<file path="src/rtl/modexp_job_dispatcher.sv">
// Job dispatcher for a single modular_exp engine: buffers (m, e, n) jobs in a FIFO,
// launches them one at a time, screens n <= 1 and times out a silent engine.
module modexp_job_dispatcher #(
  parameter int BITS    = 4,
  parameter int DEPTH   = 4,
  parameter int TIMEOUT = 255
) (
  input  logic                     clk,
  input  logic                     rst_n,
  input  logic                     in_valid,
  output logic                     in_ready,
  input  logic [BITS-1:0]          in_m,
  input  logic [BITS-1:0]          in_e,
  input  logic [BITS-1:0]          in_n,
  output logic                     exp_go,
  output logic [BITS-1:0]          exp_m,
  output logic [BITS-1:0]          exp_e,
  output logic [BITS-1:0]          exp_n,
  input  logic [BITS-1:0]          exp_r,
  input  logic                     exp_d,
  output logic                     out_valid,
  input  logic                     out_ready,
  output logic [BITS-1:0]          out_r,
  output logic                     out_err,
  output logic                     busy,
  output logic [$clog2(DEPTH):0]   count
);
  localparam int AW = $clog2(DEPTH);
  localparam int CW = $clog2(TIMEOUT + 1);
  localparam logic [AW:0]   FULL  = (AW + 1)'(DEPTH);
  localparam logic [CW-1:0] LIMIT = CW'(TIMEOUT);

  typedef enum logic [2:0] {IDLE, LAUNCH, WAIT, SCREEN, HOLD} state_t;

  state_t                state;
  logic [3*BITS-1:0]     mem [DEPTH];
  logic [AW-1:0]         wr_ptr;
  logic [AW-1:0]         rd_ptr;
  logic [CW-1:0]         tcnt;
  logic                  n_zero;
  logic [BITS-1:0]       head_m;
  logic [BITS-1:0]       head_e;
  logic [BITS-1:0]       head_n;
  logic                  push;
  logic                  pop;

  assign in_ready = (count != FULL);
  assign push     = in_valid && in_ready;
  assign pop      = (state == IDLE) && (count != '0) && !out_valid;
  assign {head_m, head_e, head_n} = mem[rd_ptr];

  // Storage is not reset; only pointers and occupancy define which entries are live.
  always_ff @(posedge clk) begin
    if (push) mem[wr_ptr] <= {in_m, in_e, in_n};
  end

  always_ff @(posedge clk or negedge rst_n) begin
    if (!rst_n) begin
      wr_ptr <= '0;
      rd_ptr <= '0;
      count  <= '0;
    end else begin
      if (push) wr_ptr <= wr_ptr + 1'b1;
      if (pop)  rd_ptr <= rd_ptr + 1'b1;
      if (push && !pop)      count <= count + 1'b1;
      else if (!push && pop) count <= count - 1'b1;
    end
  end

  always_ff @(posedge clk or negedge rst_n) begin
    if (!rst_n) begin
      state     <= IDLE;
      exp_go    <= 1'b0;
      exp_m     <= '0;
      exp_e     <= '0;
      exp_n     <= '0;
      out_valid <= 1'b0;
      out_r     <= '0;
      out_err   <= 1'b0;
      busy      <= 1'b0;
      tcnt      <= '0;
      n_zero    <= 1'b0;
    end else begin
      case (state)
        IDLE: begin
          if (pop) begin
            if (head_n <= BITS'(1)) begin
              n_zero <= (head_n == '0);
              state  <= SCREEN;
            end else begin
              // Operands, go and busy are registered here so they are live during LAUNCH.
              exp_m  <= head_m;
              exp_e  <= head_e;
              exp_n  <= head_n;
              exp_go <= 1'b1;
              busy   <= 1'b1;
              tcnt   <= '0;
              state  <= LAUNCH;
            end
          end
        end
        LAUNCH: begin
          exp_go <= 1'b0;
          state  <= WAIT;
        end
        WAIT: begin
          tcnt <= tcnt + 1'b1;
          if (exp_d) begin
            out_r     <= exp_r;
            out_err   <= 1'b0;
            out_valid <= 1'b1;
            busy      <= 1'b0;
            state     <= HOLD;
          end else if (tcnt + 1'b1 == LIMIT) begin
            out_r     <= '0;
            out_err   <= 1'b1;
            out_valid <= 1'b1;
            busy      <= 1'b0;
            state     <= HOLD;
          end
        end
        SCREEN: begin
          out_r     <= '0;
          out_err   <= n_zero;
          out_valid <= 1'b1;
          state     <= HOLD;
        end
        HOLD: begin
          if (out_valid && out_ready) begin
            out_valid <= 1'b0;
            state     <= IDLE;
          end
        end
        default: state <= IDLE;
      endcase
    end
  end
endmodule
</file>
<file path="config.mk">
export PLATFORM = sky130hd
export DESIGN_NAME = modexp_job_dispatcher
export DESIGN_NICKNAME = d
export VERILOG_FILES = /design/src/rtl/modexp_job_dispatcher.sv
export SDC_FILE = /design/constraint.sdc
export NUM_CORES = 1
export LEC_CHECK = 0
export CAP_MARGIN = 20
export CORE_MARGIN = 8
export CORE_UTILIZATION = 55
export DETAILED_ROUTE_END_ITERATION = 16
export PLACE_DENSITY = 0.79
export SLEW_MARGIN = 5
export SYNTH_ARGS = -nofsm -noshare
export SYNTH_HDL_FRONTEND = slang
export SYNTH_SLANG_ARGS = --single-unit
</file>
<file path="constraint.sdc">
create_clock -name clk -period 2.85 [get_ports clk]
set_input_delay 0.285 -clock clk [delete_from_list [all_inputs] [get_ports clk]]
set_output_delay 0.285 -clock clk [all_outputs]
set_load 0.1 [all_outputs]
</file>
### Word level (Yosys, flattened, before mapping)

Memory sizes are Yosys's and may differ from the RTL's.
Index checks and enable logic that the tools add are counted.

* $add $sub $neg: 5
* order comparisons: 1
* equal/unequal tests: 10
* mux-type cells: 28
* bitwise operators: 1
* reductions and logical operators: 25

Operators with widths (count)
* 2-to-1 mux 3 bit: 6
* AND reduction 3 bit: 6
* 2-to-1 mux 8 bit: 2
* case mux 8 bit (2 select lines): 1
* case mux 3 bit (5 select lines): 1
* 2-to-1 mux 1 bit: 10
* adder 8 x 1 -> 8 bit (second input constant): 1
* equality test 8 bit (second input constant): 1
* 2-to-1 mux 4 bit: 2
* case mux 4 bit (2 select lines): 1
* nonzero test 2 bit: 4
* equality test 3 x 2 -> 1 bit (second input constant): 2
* logical AND 1 bit: 6
* inequality test 2 bit (second input constant): 3
* inequality test 3 bit (second input constant): 2
* case mux 1 bit (2 select lines): 3
* nonzero test 3 bit: 2
* adder 2 x 1 -> 2 bit (second input constant): 2
* less-or-equal comparator 4 x 1 -> 1 bit (second input constant): 1
* logical NOT 4 bit: 1
* AND reduction 4 bit: 1
* adder 3 x 1 -> 3 bit (second input constant): 1
* equality test 3 x 1 -> 1 bit (second input constant): 1
* equality test 3 bit (second input constant): 1
* other kinds (7): 9

* register bits after elaboration: 39
* bits in writable memories: 48
* bits of input ports: 21
* logic and storage cells: 85
* memories kept: 1

Memory list
* mem: words 4, width 12, rd ports 1, clocked after Yosys merged registers in 0, write ports 1, line 36 `logic [3*BITS-1:0] mem [DEPTH];`

### Depth between registers and ports, before layout

Gate-level depths: netlist of the first run.

* word-level depth: 6
* gate-level depth with buffers: 9
* depth with buffers taken out: 9

### Worst setup path before layout of the first run

OpenSTA, ideal clock, no wires.

* path kind: register to register
* start point: register count[2]
* end point: register count[1]
* setup time: 126 ps
* arrival time: 3253 ps
* data required time: 2724 ps
* slack: -530 ps
* stages on the path, launching flop included: 7
* path buffers: 0
* period minus slack after synthesis: 3380 ps
* cell sequence: dfrtp_1 -> nand2_1 -> and2_0 -> ha_1 -> inv_1 -> fa_1 -> mux2_2

RTL lines
* from (decl): line 26 `output logic [$clog2(DEPTH):0] count`
* from (signal assigned): line 65 `if (push && !pop) count <= count + 1'b1;`
* from (signal assigned): line 66 `else if (!push && pop) count <= count - 1'b1;`
* inequality test 3 bit (*): line 47 `assign in_ready = (count != FULL);`
* named net in_ready: line 11 `output logic in_ready,`
* logical AND 1 bit (*): line 48 `assign push = in_valid && in_ready;`
* named net push: line 44 `logic push;`
* logical NOT 1 bit: line 66
* logical AND 1 bit: line 66
* nonzero test 2 bit (no source line)

The timed path passes the listed nets; every way through them passes the cells marked *.
A chain may end at the register's enable or synchronous reset.

### Worst setup path in the final report of the first run

* start point: register rd_ptr[0]
* end point: register exp_m[2]

* longest elaborated chain between the ends: 4

Ends and longest elaborated chain
* from (decl): line 38 `logic [AW-1:0] rd_ptr;`
* from (signal assigned): line 64 `if (pop) rd_ptr <= rd_ptr + 1'b1;`
* memory (4 x 12 bit) (*)
* less-or-equal comparator 4 x 1 -> 1 bit: line 87 `if (head_n <= BITS'(1)) begin`
* inverter 1 bit (no source line)
* AND reduction 3 bit (no source line)
* to (signal assigned): line 92 `exp_m <= head_m;`
* to (decl): line 16 `output logic [BITS-1:0] exp_m,`

Mark *: on every way between the ends. The rest lies on a longest branch, timed or not.

==> flow_summary.yaml, run 1 <==
placed_design:
  place_ws_ns: 0.4753
  dp.cells: 350
  gp_congestion: 0.7910
  io_buffers: 44
  dp.final_hpwl_mm: 4.702
yosys:
  synth.most_common_cell: "edfxtp_1"
  synth_top_area_share_pct: 39.43
  synth_seq_area_share_pct: 66.12
  syn-num-nets: 263
  synth_edf_count: 48
  ys_seq_elements: 87
  synthTopCellsByCount: "48 x edfxtp_1, 39 x dfrtp_1, 17 x o21ai_0, 12 x nor2_1, 11 x mux4_2"
  syn_inst: 234
  synthArstFlopShare_pct: 44.83
  netlist_top_cells_area: "edfxtp_1 39%, dfrtp_1 27%, mux4_2 6.8%"
  syn_avg_cell_area_um2: 15.62
  synth_area_leader_cell: "edfxtp_1"
  yosys_warnings: 0
  syn_area_um2: 3656
  synth_flop_cell: "edfxtp_1"
  synth_cell_types: 44
global_routing:
  grt_use_total_pct: 14.94
  grt_max_degree: 40
  grt_overflow: 0
  grt_pass1_vias: 2209
  grt_pass1_wl_mm: 11.39
  antenna_found_initial: 0
sta:
  fin_hold_ws_ns: 0.04271
  maxSlewViolCount: 0
  max-slew-margin-rel_pct: 42.11
  skew_ns: 0.009471
  setup_ws_ns: 0.4901
  fin_crit_sh_pct: 82.80
  max_freq_ghz: 0.4237
  finalSetupTns_ns: 0
  tightest_slew_ns: 0.8683
  grt_setup_unrepaired: "false"
  finalCriticalPeriod_ns: 2.360
  finalHoldViolations: 0
  setup_viol: 0
setup_path:
  r2r_start: "rd_ptr[0]"
  r2r_cells: 4
  crit_family: "multiplexers"
  crit_fanout: 16
  r2r_end: "exp_m[2]"
  cp.arrival_ns: 2.60
  crit_chain: "mux4_2, or3_1, nand2_4, mux2_2"
  cp_data_required_time_ns: 3.09
  cp-start-kind: "register"
  cp_num_buf_inv: 0
  critPathKind: "register to register"
  endpoint_kind: "register"
  r2r_slack_ns: 0.49
  critPathSlowestCell: "mux4_2"
  cp_slowest_stage_delay_ns: 0.58
clocking:
  cts_tree: "built"
  post-cts-setup-buffers: 0
  cts_resized: 0
  cts.sinks: 87
  cts-root-buf: "clkbuf_8"
  cts_buffers: 9
  clock_path_buffers: 2
  clkTransAtPathRegs_ns: 0.09
  ctsHoldBuffers: 0
  insertion_delay_ns: 0.35
  htreeDepth: 3
floorplanning:
  chipWidth_um: 97.53
  start_util_pct: 57.25
  fp.dieH_um: 97.53
  rows: 29
  die-area_um2: 9512
  coreArea_um2: 6386
  floorplan.io_pins: 45
cells_and_area:
  nets: 313
  drive_gt1_share_pct: 26.64
  diodes: 0
  stdcell_count: 366
  fillers: 471
  area.growth.synth_to_final_pct: 17.42
drt:
  detail_route.wl_per_cell_um: 18.31
  vias: 2090
  vias_per_cell: 5.710
  drt-initial-drc-count: 87
  wirelength_mm: 6.703
  drc: 0
  final_antenna_net_count: 0
  dr.pass1.iters: 4
hold_path:
  hp-class: "input pin to asynchronous set/reset pin"
job:
  cap_viol_max_count: 0
run_status:
  status: "finished clean"
-- worst reg2reg max path: stages, from the launching register on --
cell	delay [ns]
dfrtp_1	0.52
mux4_2	0.58
or3_1	0.51
nand2_4	0.27
mux2_2	0.37
-- cell type report --
class	instances	area (um^2)	share of cell area, %
Timing Repair Buffer	47	397.9	9.268
Tap cell	77	96.34	2.244
Sequential cell	87	2421	56.40
Clock inverter	6	70.07	1.632
Inverter	8	30.03	0.6995
Multi-Input combinational cell	131	1150	26.79
Clock buffer	10	127.6	2.973
-- worst max path at each step --
stage               from       end  cells past startpoint
2_1_floorplan  out_valid  count[1]                      7
3_3_place_gp   rd_ptr[0]  exp_n[1]                      4
3_5_place_dp   rd_ptr[0]  exp_m[2]                      4
4_1_cts        rd_ptr[0]  exp_m[2]                      4
5_1_grt        rd_ptr[0]  exp_m[3]                      4
6_report       rd_ptr[0]  exp_m[2]                      4
-- per-stage QoR --
| stage | instance area, um^2 | util (%) |
|---|---|---|
| 2_1_floorplan | 3662 | - |
| 3_3_place_gp | 4095 | 64.13 |
| 3_5_place_dp | 4095 | 64.13 |
| 4_1_cts | 4293 | 67.22 |
| 5_1_grt | 4293 | 67.22 |
| 6_report | 4293 | 67.22 |
-- per-layer routing --
layer / track usage [%] / wire, um / vias up
met5: 0 / 0 / -
met4: 6.061 / 133 / 0
met3: 4.765 / 387 / 15
met2: 24.00 / 3200 / 61
met1: 18.15 / 2980 / 1024
li1: - / - / 990
-- kinds of logic (layout without fill, tap and decap cells) --
family | count (synthesis) | count (layout) | synth area share [%]
flip-flops | 87 | 87 | 66.12
AND/OR/NAND/NOR | 50 | 50 | 7.153
AO/OA/AOI/OAI | 39 | 39 | 7.290
multiplexers | 24 | 24 | 11.60
buffers and inverters | 16 | 71 | 2.498
XOR/XNOR | 10 | 10 | 2.396
adder cells (fa/ha/maj) | 8 | 8 | 2.943
-- sequential cells by signal (all words and copies together), names as in the netlist --
signal and flops:
exp_n 4, out_valid 1, exp_go 1, tcnt 8, rd_ptr 2, out_err 1, wr_ptr 2, out_r 4
exp_m 4, state 3, exp_e 4, count 3, busy 1, mem 48, n_zero 1
-- cell usage in the layout (no fill, tap or decap), types with 2 or more instances in the layout --
cell type,synthesis,final
clkbuf_8,0,9
nor3_1,2,2
edfxtp_1,48,48
inv_1,8,8
clkinv_4,0,3
ha_1,7,7
clkdlybuf4s50_1,0,19
dfrtp_1,39,36
xnor2_1,4,4
mux4_2,11,11
or3_1,2,2
nand2b_1,2,2
buf_4,0,27
a31o_2,4,4
dfrtp_2,0,3
and3_1,6,6
nand2_1,10,9
mux2_4,4,4
a21oi_1,2,2
xor2_1,6,6
nor2_1,12,12
a22o_1,3,3
mux2_2,8,8
o21ai_0,17,17
nand3_1,9,9
o31ai_1,2,2
a32o_1,2,2
Power of run 1 is not shown: default switching activity piles up to over one toggle a cycle in this logic, so the estimate is an artifact.
==> run 2, diff against run 1 <==
CORE_UTILIZATION = 50   (was 55)
PLACE_DENSITY = 0.76   (was 0.79)
clock period = 2.1 ns   (was 2.85 ns; I/O delays follow)
==> flow_summary.yaml, run 2 (synthesis gave the netlist of run 1 again) <==
drt:
  final_antenna_net_count: 0
  dr.pass1.iters: 4
  drt-initial-drc-count: 76
  vias_per_cell: 5.389
  drc: 0
  vias: 2204
  wirelength_mm: 6.996
  detail_route.wl_per_cell_um: 17.11
placed_design:
  io_buffers: 44
  dp.final_hpwl_mm: 4.874
  gp_congestion: 0.7928
setup_path:
  crit_fanout: 4
  r2r_end: "count[1]"
  r2r_slack_ns: 0.03
  cp_data_required_time_ns: 2.35
  cp-start-kind: "register"
  cp.arrival_ns: 2.32
  critPathKind: "register to register"
  r2r_cells: 7
  r2r_start: "out_valid"
  endpoint_kind: "register"
sta:
  tightest_slew_ns: 0.5398
  fin_hold_ws_ns: 0.3565
  setup_viol: 0
  grt_setup_unrepaired: "true"
  max-slew-margin-rel_pct: 64.01
  finalCriticalPeriod_ns: 2.071
  fin_crit_sh_pct: 98.62
  maxSlewViolCount: 0
  skew_ns: 0.009025
  finalHoldViolations: 0
  max_freq_ghz: 0.4829
global_routing:
  antenna_found_initial: 0
  grt_overflow: 0
  grt_max_degree: 24
  grt_pass1_vias: 2282
  grt_use_total_pct: 14.79
  grt_pass1_wl_mm: 11.52
floorplanning:
  rows: 31
  coreArea_um2: 7176
  fp.dieH_um: 101.5
  chipWidth_um: 101.5
  start_util_pct: 50.95
  floorplan.io_pins: 45
  die-area_um2: 10300
hold_path:
  hp-class: "input pin to asynchronous set/reset pin"
clocking:
  cts-root-buf: "clkbuf_8"
  insertion_delay_ns: 0.36
  cts_tree: "built"
  clkTransAtPathRegs_ns: 0.10
  cts.sinks: 87
  clock_path_buffers: 2
  htreeDepth: 3
  cts_buffers: 9
cells_and_area:
  largest_reg_flops: 48
  final_common_cell: "edfxtp_1"
  layout_common_cells: "48 x edfxtp_1, 45 x buf_4, 34 x dfrtp_1"
  largest_register: "mem"
  area.growth.synth_to_final_pct: 24.81
  drive_gt1_share_pct: 35.81
  reg.largest.list: "mem: 48 flops, tcnt: 8 flops"
  diodes: 0
  postLayoutCoreUtil_pct: 63.59
  nets: 334
run_status:
  status: "finished clean"
job:
  cap_viol_max_count: 0
==> run 2: metrics by stage <==
step / TNS (ns) / setup slack (ns) / area, um^2 / std cells
after floorplan: -0.5343 / -0.3340 / 3694 / 234
after CTS: 0 / 0.002219 / 4512 / 406
final: 0 / 0.02901 / 4563 / 409
after detailed placement: -1.095 / -0.1001 / 4274 / 388
after global placement: -0.2947 / -0.03809 / 4274 / 388
after global routing: -0.1856 / -0.03769 / 4563 / 409
==> run 2: critical path, stage by stage (launching register included) <==
cell,delay (ns)
dfrtp_4,0.51
or3_4,0.36
nor3_4,0.16
inv_2,0.07
ha_4,0.17
inv_2,0.05
fa_1,0.39
mux2_2,0.27
==> run 2: what timing repair did <==
| item | in CTS | in global routing |
|---|---|---|
| pin swaps | 1 | 3 |
| setup buffers | 0 | 3 |
| hold buffers | 1 | 0 |
| endpoints found under the hold margin | 22 | 0 |
| endpoints found under the setup margin | 20 | 25 |
| gates resized for setup | 5 | 13 |
| cloned | 1 | 0 |
==> run 2: routing by layer <==
metal | wire [um] | GRT usage [%]
met4 | 125 | 7.102
met5 | 0 | 0
met3 | 329 | 3.849
met1 | 3133 | 18.49
met2 | 3408 | 23.39
==> run 2: final cells by class <==
cell class	instances	area, um^2
fillers	530	2613
well taps	99	123.9
multi-input cells	132	1226
repair buffers	67	554.3
clock buffers	9	123.9
clock inverters	7	73.82
inverters	8	30.03
flip-flops and latches	87	2431
==> run 2: worst max-delay path by stage <==
stage          slack (ns)  startpoint        to
2_1_floorplan       -0.33   out_valid  count[1]
3_5_place_dp        -0.10   rd_ptr[0]  exp_n[1]
6_report             0.03   out_valid  count[1]
5_1_grt             -0.04   out_valid  count[1]
4_1_cts             0.002   out_valid  count[1]
3_3_place_gp        -0.04   rd_ptr[0]  exp_m[2]
Power of run 2 is left out for the same reason.
